**src/rtl/csa_pkg.sv**
```systemverilog
// ---------------------------------------------------------------------------
// csa_pkg
// Shared types for the pipelined carry-select adder/subtractor.
//   op_e : operation select carried on in_op (OP_ADD = 0, OP_SUB = 1)
// All widths come from module parameters, so no width constants live here.
// ---------------------------------------------------------------------------
package csa_pkg;

  typedef enum logic {
    OP_ADD = 1'b0,
    OP_SUB = 1'b1
  } op_e;

endpackage

```
**src/rtl/csa_block.sv**
```systemverilog
// ---------------------------------------------------------------------------
// csa_block
// Combinational BLOCK-bit carry-select slice. Both candidate sums (carry-in 0
// and carry-in 1) are formed up front and the real carry-in only drives the
// final select.
// Ports:
//   a, b  in  BLOCK  slice operands (b already inverted for subtraction)
//   cin   in  1      carry into the slice
//   sum   out BLOCK  slice sum
//   cout  out 1      carry out of the slice MSB
//   cmsb  out 1      carry into the slice MSB (used for signed overflow)
// ---------------------------------------------------------------------------
module csa_block #(
  parameter int BLOCK = 8
) (
  input  logic [BLOCK-1:0] a,
  input  logic [BLOCK-1:0] b,
  input  logic             cin,
  output logic [BLOCK-1:0] sum,
  output logic             cout,
  output logic             cmsb
);

  logic [BLOCK:0] res_c0;
  logic [BLOCK:0] res_c1;

  always_comb begin
    res_c0 = {1'b0, a} + {1'b0, b};
    res_c1 = {1'b0, a} + {1'b0, b} + {{BLOCK{1'b0}}, 1'b1};
    if (cin) begin
      sum  = res_c1[BLOCK-1:0];
      cout = res_c1[BLOCK];
    end else begin
      sum  = res_c0[BLOCK-1:0];
      cout = res_c0[BLOCK];
    end
    // The MSB sum bit is a ^ b ^ carry_in, so the carry into it falls out.
    cmsb = sum[BLOCK-1] ^ a[BLOCK-1] ^ b[BLOCK-1];
  end

endmodule

```
**src/rtl/csa_pipe_adder.sv**
```systemverilog
// ---------------------------------------------------------------------------
// csa_pipe_adder
// Pipelined carry-select adder/subtractor with valid/ready on both sides.
// One BLOCK-bit slice is resolved per stage; STAGES = WIDTH/BLOCK registers
// hold the in-flight beats, and the last register is the output.
// A beat accepted in a cycle is presented on out_valid STAGES cycles later.
// Ports:
//   clk, rst               clock, asynchronous active-high reset
//   in_valid/in_ready      operand handshake
//   in_a, in_b             WIDTH-bit operands
//   in_cin                 carry in (ADD only)
//   in_op                  OP_ADD / OP_SUB
//   out_valid/out_ready    result handshake
//   out_sum                WIDTH-bit result (modulo 2^WIDTH)
//   out_carry              carry out of MSB (SUB: 1 = no borrow)
//   out_ovf                signed two's-complement overflow
// ---------------------------------------------------------------------------
module csa_pipe_adder
  import csa_pkg::*;
#(
  parameter int WIDTH = 32,
  parameter int BLOCK = 8
) (
  input  logic             clk,
  input  logic             rst,
  input  logic             in_valid,
  output logic             in_ready,
  input  logic [WIDTH-1:0] in_a,
  input  logic [WIDTH-1:0] in_b,
  input  logic             in_cin,
  input  op_e              in_op,
  output logic             out_valid,
  input  logic             out_ready,
  output logic [WIDTH-1:0] out_sum,
  output logic             out_carry,
  output logic             out_ovf
);

  localparam int STAGES = WIDTH / BLOCK;

  if (WIDTH % BLOCK != 0) begin : g_bad_width
    $error("csa_pipe_adder: WIDTH (%0d) must be a multiple of BLOCK (%0d)", WIDTH, BLOCK);
  end

  // word_q holds resolved sum slices in its low part and the still-pending
  // slices of operand A in its high part; b_q holds the (inverted for SUB)
  // B operand; carry_q is the carry into the next slice to be resolved.
  logic [STAGES-1:0] valid_q, valid_d;
  logic [STAGES-1:0] carry_q, carry_d;
  logic [WIDTH-1:0]  word_q [STAGES];
  logic [WIDTH-1:0]  word_d [STAGES];
  logic [WIDTH-1:0]  b_q    [STAGES];
  logic [WIDTH-1:0]  b_d    [STAGES];
  logic              ovf_q, ovf_d;

  logic [STAGES-1:0] adv;
  logic [STAGES-1:0] src_valid;
  logic [STAGES-1:0] src_carry;
  logic [WIDTH-1:0]  src_word [STAGES];
  logic [WIDTH-1:0]  src_b    [STAGES];
  logic [BLOCK-1:0]  blk_a    [STAGES];
  logic [BLOCK-1:0]  blk_b    [STAGES];
  logic [BLOCK-1:0]  blk_sum  [STAGES];
  logic [STAGES-1:0] blk_cout;
  logic [STAGES-1:0] blk_cmsb;

  // Bubble-collapsing advance chain: a stage moves when it is empty or its
  // successor moves; the last stage moves when the output is free or taken.
  always_comb begin
    adv = '0;
    adv[STAGES-1] = !valid_q[STAGES-1] || out_ready;
    for (int i = STAGES - 2; i >= 0; i--) begin
      adv[i] = !valid_q[i] || adv[i+1];
    end
  end

  // Stage 0 works straight off the input beat; SUB is folded into A + ~B + 1
  // here so later stages only ever add.
  always_comb begin
    src_valid[0] = in_valid;
    src_word[0]  = in_a;
    src_b[0]     = (in_op == OP_SUB) ? ~in_b : in_b;
    src_carry[0] = (in_op == OP_SUB) ? 1'b1 : in_cin;
    for (int i = 1; i < STAGES; i++) begin
      src_valid[i] = valid_q[i-1];
      src_word[i]  = word_q[i-1];
      src_b[i]     = b_q[i-1];
      src_carry[i] = carry_q[i-1];
    end
    for (int i = 0; i < STAGES; i++) begin
      blk_a[i] = src_word[i][i*BLOCK +: BLOCK];
      blk_b[i] = src_b[i][i*BLOCK +: BLOCK];
    end
  end

  for (genvar g = 0; g < STAGES; g++) begin : g_stage
    csa_block #(
      .BLOCK(BLOCK)
    ) u_block (
      .a   (blk_a[g]),
      .b   (blk_b[g]),
      .cin (src_carry[g]),
      .sum (blk_sum[g]),
      .cout(blk_cout[g]),
      .cmsb(blk_cmsb[g])
    );
  end

  // Data only loads alongside a real beat, so bubbles never disturb the
  // values a stalled or idle output is showing.
  always_comb begin
    valid_d = valid_q;
    carry_d = carry_q;
    ovf_d   = ovf_q;
    for (int i = 0; i < STAGES; i++) begin
      word_d[i] = word_q[i];
      b_d[i]    = b_q[i];
    end
    for (int i = 0; i < STAGES; i++) begin
      if (adv[i]) begin
        valid_d[i] = src_valid[i];
        if (src_valid[i]) begin
          word_d[i]                     = src_word[i];
          word_d[i][i*BLOCK +: BLOCK]   = blk_sum[i];
          b_d[i]                        = src_b[i];
          carry_d[i]                    = blk_cout[i];
        end
      end
    end
    if (adv[STAGES-1] && src_valid[STAGES-1]) begin
      ovf_d = blk_cmsb[STAGES-1] ^ blk_cout[STAGES-1];
    end
  end

  always_ff @(posedge clk or posedge rst) begin
    if (rst) begin
      valid_q <= '0;
      carry_q <= '0;
      ovf_q   <= 1'b0;
      for (int i = 0; i < STAGES; i++) begin
        word_q[i] <= '0;
        b_q[i]    <= '0;
      end
    end else begin
      valid_q <= valid_d;
      carry_q <= carry_d;
      ovf_q   <= ovf_d;
      for (int i = 0; i < STAGES; i++) begin
        word_q[i] <= word_d[i];
        b_q[i]    <= b_d[i];
      end
    end
  end

  assign in_ready  = adv[0];
  assign out_valid = valid_q[STAGES-1];
  assign out_sum   = word_q[STAGES-1];
  assign out_carry = carry_q[STAGES-1];
  assign out_ovf   = ovf_q;

endmodule

```
**config.mk**
```make
export PLATFORM = sky130hd
export DESIGN_NAME = csa_pipe_adder
export DESIGN_NICKNAME = d
export VERILOG_FILES = /design/src/rtl/csa_pkg.sv /design/src/rtl/csa_block.sv /design/src/rtl/csa_pipe_adder.sv
export SDC_FILE = /design/constraint.sdc
export NUM_CORES = 1
export LEC_CHECK = 0
export ABC_CLOCK_PERIOD_IN_PS = 10750
export CAP_MARGIN = 20
export CORE_UTILIZATION = 45
export DETAILED_ROUTE_END_ITERATION = 12
export GPL_TIMING_DRIVEN = 0
export PLACE_DENSITY = 0.71
export SKIP_LAST_GASP = 1
export SLEW_MARGIN = 20
export SYNTH_ARGS = -nofsm -noshare
export SYNTH_HDL_FRONTEND = slang
export SYNTH_SLANG_ARGS = --single-unit
```
**constraint.sdc**
```tcl
create_clock -name clk -period 10.75 [get_ports clk]
set_input_delay 1.075 -clock clk [delete_from_list [all_inputs] [get_ports clk]]
set_output_delay 1.075 -clock clk [all_outputs]
set_load 0.01 [all_outputs]
```
---- Yosys cells after proc, flatten, opt, wreduce, memory -nomap -nowiden ----
Index checks and enable logic that the tools add are counted.
word-level totals
  logic and storage cells ................. 51
  output and inout port bits .............. 36
  bits in registers ....................... 233
operators by class
  reduce and logical (&&, ||, !) cells .... 13
  add/subtract/negate cells ............... 8
  bitwise operators ....................... 4
  mux-type cells .......................... 10
operators by type and width
  cell                 number
  $add 8x8->9          4
  $add 9x1->9 const B  4
  $mux 32              1
  $mux 8               4
  $not 32->32          1
  $reduce_and 2->1     4
  $mux 1               5
  $logic_not 1->1      4
  $logic_or 1x1->1     4
  $xor 1x1->1          3
  $logic_and 1x1->1    1

---- Depth between registers and ports, before layout ----
  depth after elaboration ................. 6
  mapped depth ............................ 15
  depth with buffers taken out ............ 13

---- By module ----
A second synthesis with hierarchy kept.
unflattened totals
  cell total of the unflattened synthesis .. 682
  area total of the unflattened synthesis .. 9,344.0 um2
modules (own cells, without submodules)
  module                               area each (um2)  instances  cells each
  csa_pipe_adder                       7,302.0          1          436
  csa_block at g_stage[0].u_block ...  506.7            3          62
  csa_block at g_stage[2].u_block      521.8            1          60

---- Least setup slack after synthesis ----
Ideal clock, no wire load.
  path kind ............................... input to register
  from .................................... input in_op
  to ...................................... register carry_q[0]
  path buffers ............................ 2
  data arrival time ....................... 3,928 ps
  setup time .............................. 134 ps
  setup slack ............................. 6,688 ps
  stages on the path ...................... 15
  required time ........................... 10,616 ps
  cell sequence ........................... buf_2 -> buf_1 -> xor2_1 -> ha_1 -> inv_1 -> fa_1 -> inv_1 -> ha_1 -> nand2_1 -> nor2_2 -> nand2_1 -> or4b_4 -> nor4_2 -> xnor2_1 -> o21ai_1
on the way
  word-level cells in the longest chain between the ends .. 4
  elaborated cells on any way between the ends .. 5
  those cells by class .................... add/sub: 2; mux: 3
RTL lines
  item                    line                              RTL
  start: declaration      csa_pipe_adder.sv:31              input op_e in_op,
  $mux 32                 csa_pipe_adder.sv:82              src_b[0] = (in_op == OP_SUB) ? ~in_b : in_b;
  $add 8x8->9             csa_block.sv:28, csa_block.sv:29
  $add 9x1->9             csa_block.sv:29                   res_c1 = {1'b0, a} + {1'b0, b} + {{BLOCK{1'b0}}, 1'b1};
  $mux 1 (*)              csa_block.sv:30                   if (cin) begin
  end signal: assignment  csa_pipe_adder.sv:146             carry_q <= carry_d;
  end: declaration        csa_pipe_adder.sv:49              logic [STAGES-1:0] carry_q, carry_d;
Mark *: on every way between the ends. The rest lies on a longest branch, timed or not.
A chain may end at the register's enable or synchronous reset.

---- Final worst setup path ----
Ends and elaborated chain as after synthesis.

==> run summary <==
The startpoint identified for the worst hold timing path is src_word[20]. The initial antenna violation count came out at 1. The tools report the final number of max-transition violations as 0.

The tools report the hold violation total from the final report as 0. The number of nets with antenna violations after routing was 0. At the later pin of the worst-skew pair, clock insertion delay measures 0.43 ns. After synthesis, the cell types taking the most area are sky130_fd_sc_hd__dfrtp_1, sky130_fd_sc_hd__mux2_2, sky130_fd_sc_hd__xnor2_1. The commonest cells after synthesis are sky130_fd_sc_hd__dfrtp_1, sky130_fd_sc_hd__mux2_2, sky130_fd_sc_hd__nand2_1.

After legalization and detailed placement, the total HPWL measured 12800 um. The total instance count after detailed placement is 1121, and the total negative slack for setup checks is 0 ns. The element type at the critical path start is an input port.

Cell count after synthesis: 750. Final critical-path required period: 4.09 ns. Compared with the post-synthesis result, the final layout area differs by 23.3%. Measured along the y axis, the die boundary spans 143 um.

The logs give 4 for the detailed-router iteration count before antenna repair and 1930 uW for the internal power summed over all cells. The final cycle utilization of the critical path is 38.0%, and the count of buffers added by post-CTS timing repair for setup is 0. Across the whole layout, storage elements account for 4630 um^2. The logs give 0.798 for the global placement routability congestion and 56.8% for the core utilization of the finished layout.

Between clock sinks in the finished design, the worst skew comes to 0.0113 ns. In this run the static leakage power is 0.00471 uW. Largest driver fanout on the critical path: 10. For the cts-stage hold buffer count, the log shows 0. Counting flops and latches in the post-synthesis netlist gives 185.

The number of cells on the worst hold path works out to 2. The total number of clock tree sinks came out at 185. The core outline area was 19500 um^2; the number of distinct library cells after synthesis was 61. For this run the aggregate overflow at the end of global routing stands at 0.

The starting utilization of the core area was 46.0%. STA puts the critical path data arrival time at 4.38 ns. The post-layout instance count excluding filler cells came out at 1154. The floorplan step set the die width to 143 um.

The number of global-route vias before repair was 5858. Kind of path behind the tightest hold check: reg2reg. The critical path class was in2reg. CTS H-tree depth: 4. The tools report the kind of end point of the critical path as a flop.

Setup slack on the worst reg-to-reg path comes out at 7.93 ns. The run gives 6.66 ns as the post-layout worst setup margin. The routed layout has 5847 vias. The largest net degree at the start of global routing was 71. Clock tree synthesis inserted a total of 17 buffers. The top-level I/O count is 106, and the overall global routing resource usage is 18.7%. The die covers 20500 um^2. For the pin with the worst max-slew slack, the measured transition is 0.847 ns. The post-synthesis net count is 860. The site row count is 51, and the power per unit of standard cell area is 258 nW/um^2. Across the run, the number of max-cap violations was 0. Of the total power, registers draw 37.9%.

Of the synthesized area, sequential elements account for 51.7%. Total of fill cells in the finished design: 1674. The first global-routing pass estimated 29100 um of wire.

In this run the critical register-to-register path is launched from b_q[56]. Setup violations remaining at the end of the flow were counted as 0. TritonCTS built the clock tree.

No sink is reached through more buffers than the 2 on the longest clock path. Of the total power, the share spent switching nets is 32.3%. The worst hold path terminates at src_word[20]. The final wirelength is 17500 um, and the part of the power in combinational logic is 38.1%. The share of total power dissipated in the clock network is 24.0%. After detailed routing, the number of vias per cell comes to 5.07.

The cell sitting at the root of the clock tree is a sky130_fd_sc_hd__clkbuf_16. The run finished with clean final reports. After the first detailed-routing iteration, the DRC count stood at 204. The share of synthesized area in the top cell type comes to 51.7%.

The analysis attributes to net switching a power of 922 uW. After the last flow step, the layout net total stands at 985. The achievable frequency was 245 MHz.

The most instantiated flip-flop cell in the synthesis netlist was sky130_fd_sc_hd__dfrtp_1. Before CTS, the worst setup slack after placement is 6.17 ns. The most frequent cell after synthesis is sky130_fd_sc_hd__dfrtp_1.

In the synthesized netlist the async set-or-reset flop fraction comes to 100%. The final routed DRC violation total came out at 0. The number of synthesized flops with an enable pin is 0, and the post-cts sizing count is 0.

The synthesized cell area was 8960 um^2; the port buffer count was 104. After clock tree synthesis, the clock-pin slew on the worst setup and hold paths is 0.07 ns. In this run the tightest slew margin relative to its limit is 43.5%.

The synthesized area per cell is 11.9 um^2. The footprint of the multi-input gates came out at 4120 um^2. The largest total area in the synthesized netlist belongs to sky130_fd_sc_hd__dfrtp_1.

The total design power came out at 2850 uW. Across the VDD grid, the largest voltage drop is 127 uV. Counting cells, the worst reg-to-reg path comes to 9.

Dividing the detail-routed wire length by the instance count gives 15.2 um. The post-route netlist has 19.3% of its cells at a drive strength greater than 1. For the Yosys warning count, the log shows 0.

The capturing point of the worst reg2reg path was out_ovf. The data required time of the critical path is 11.05 ns. Setup repair after global routing left no endpoint under its margin.
## placed cells by master, fill, tap and decap left out, drive strengths merged, types with 3 or more instances in the layout
cell type / Yosys / routed
a21o: 9 / 9
nor4: 3 / 3
nand2b: 5 / 5
bufinv: 0 / 4
a21oi: 21 / 21
dfrtp: 185 / 185
nor3: 5 / 5
inv: 22 / 25
and3: 6 / 6
o21ai: 71 / 71
buf: 5 / 7
o21bai: 4 / 4
nand3b: 3 / 3
fa: 4 / 4
mux2i: 4 / 4
or2: 3 / 3
clkdlybuf4s50: 0 / 104
nor2: 15 / 15
xor2: 21 / 21
nand2: 69 / 69
nand3: 13 / 13
xnor2: 59 / 59
nor3b: 4 / 4
clkinvlp: 0 / 4
ha: 36 / 36
clkbuf: 25 / 45
mux2: 123 / 123
nor2b: 3 / 3
o311ai: 3 / 3
## worst max-delay path, cell delays in order
cell and delay (ns):
sky130_fd_sc_hd__buf_2 0.16, sky130_fd_sc_hd__buf_1 0.64, sky130_fd_sc_hd__xor2_1 0.22, sky130_fd_sc_hd__ha_1 0.21, sky130_fd_sc_hd__inv_1 0.06, sky130_fd_sc_hd__fa_1 0.47
sky130_fd_sc_hd__inv_1 0.08, sky130_fd_sc_hd__ha_1 0.14, sky130_fd_sc_hd__nand2_1 0.09, sky130_fd_sc_hd__nor2_2 0.11, sky130_fd_sc_hd__nand2_1 0.08, sky130_fd_sc_hd__or4b_4 0.56
sky130_fd_sc_hd__nor4_2 0.26, sky130_fd_sc_hd__xnor2_1 0.17, sky130_fd_sc_hd__o21ai_1 0.08
## cell families after synthesis
kind of cell | count (synthesis) | synth area share (%)
AO/OA/AOI/OAI | 127 | 8.55
XOR/XNOR | 81 | 8.07
adder cells (fa/ha/maj) | 40 | 5.92
buffers and inverters | 52 | 2.32
flip-flops | 185 | 51.7
multiplexers | 127 | 15.9
AND/OR/NAND/NOR | 138 | 7.58
## power groups by stage
stage	clock network [uW]	registers (uW)	logic, uW
2_1_floorplan	0	1080	764
3_3_place_gp	0	1090	1060
3_5_place_dp	0	1100	1090
4_1_cts	698	1080	1100
5_1_grt	725	1110	1210
6_report	685	1080	1090
## layout make-up
type | count | area share (%)
Antenna cell | 1 | 0.0226
Tap cell | 265 | 3.00
Sequential cell | 185 | 41.9
Inverter | 22 | 0.906
Clock buffer | 20 | 4.22
Multi-Input combinational cell | 513 | 37.3
Buffer | 30 | 1.04
Clock inverter | 12 | 1.68
Timing Repair Buffer | 106 | 9.92
## worst max path at each step
stage	slack, ns	cells past startpoint	end	from
floorplan	4.65	1	b_q[104]	rst
global placement	2.30	2	blk_a[22]	rst
detailed placement	6.17	15	carry_q[0]	in_op
CTS	6.62	15	carry_q[0]	in_op
global route	6.42	15	carry_q[0]	in_op
finish	6.66	15	carry_q[0]	in_op
## sequential cells by signal, summed over array words and instances (netlist names)
name,flops
b_q,48
blk_a,24
valid_q,4
out_sum,32
out_ovf,1
carry_q,4
src_word,72
## through the flow
stage	area (um^2)	hold slack, ns
final	11100	0.474
after CTS	11000	0.482
after global routing	11100	0.500
after global placement	10300	0.457
after floorplan	8960	0.445
after detailed placement	10400	0.466
## per-layer routing
metal	part of all wire, %	up-vias	track usage (%)
li1	-	2884	-
met1	45	2849	23.7
met2	50	90	31.8
met3	3.4	24	3.59
met4	1.4	0	6.56
met5	0	-	0
(Power assumes the default switching activity.)
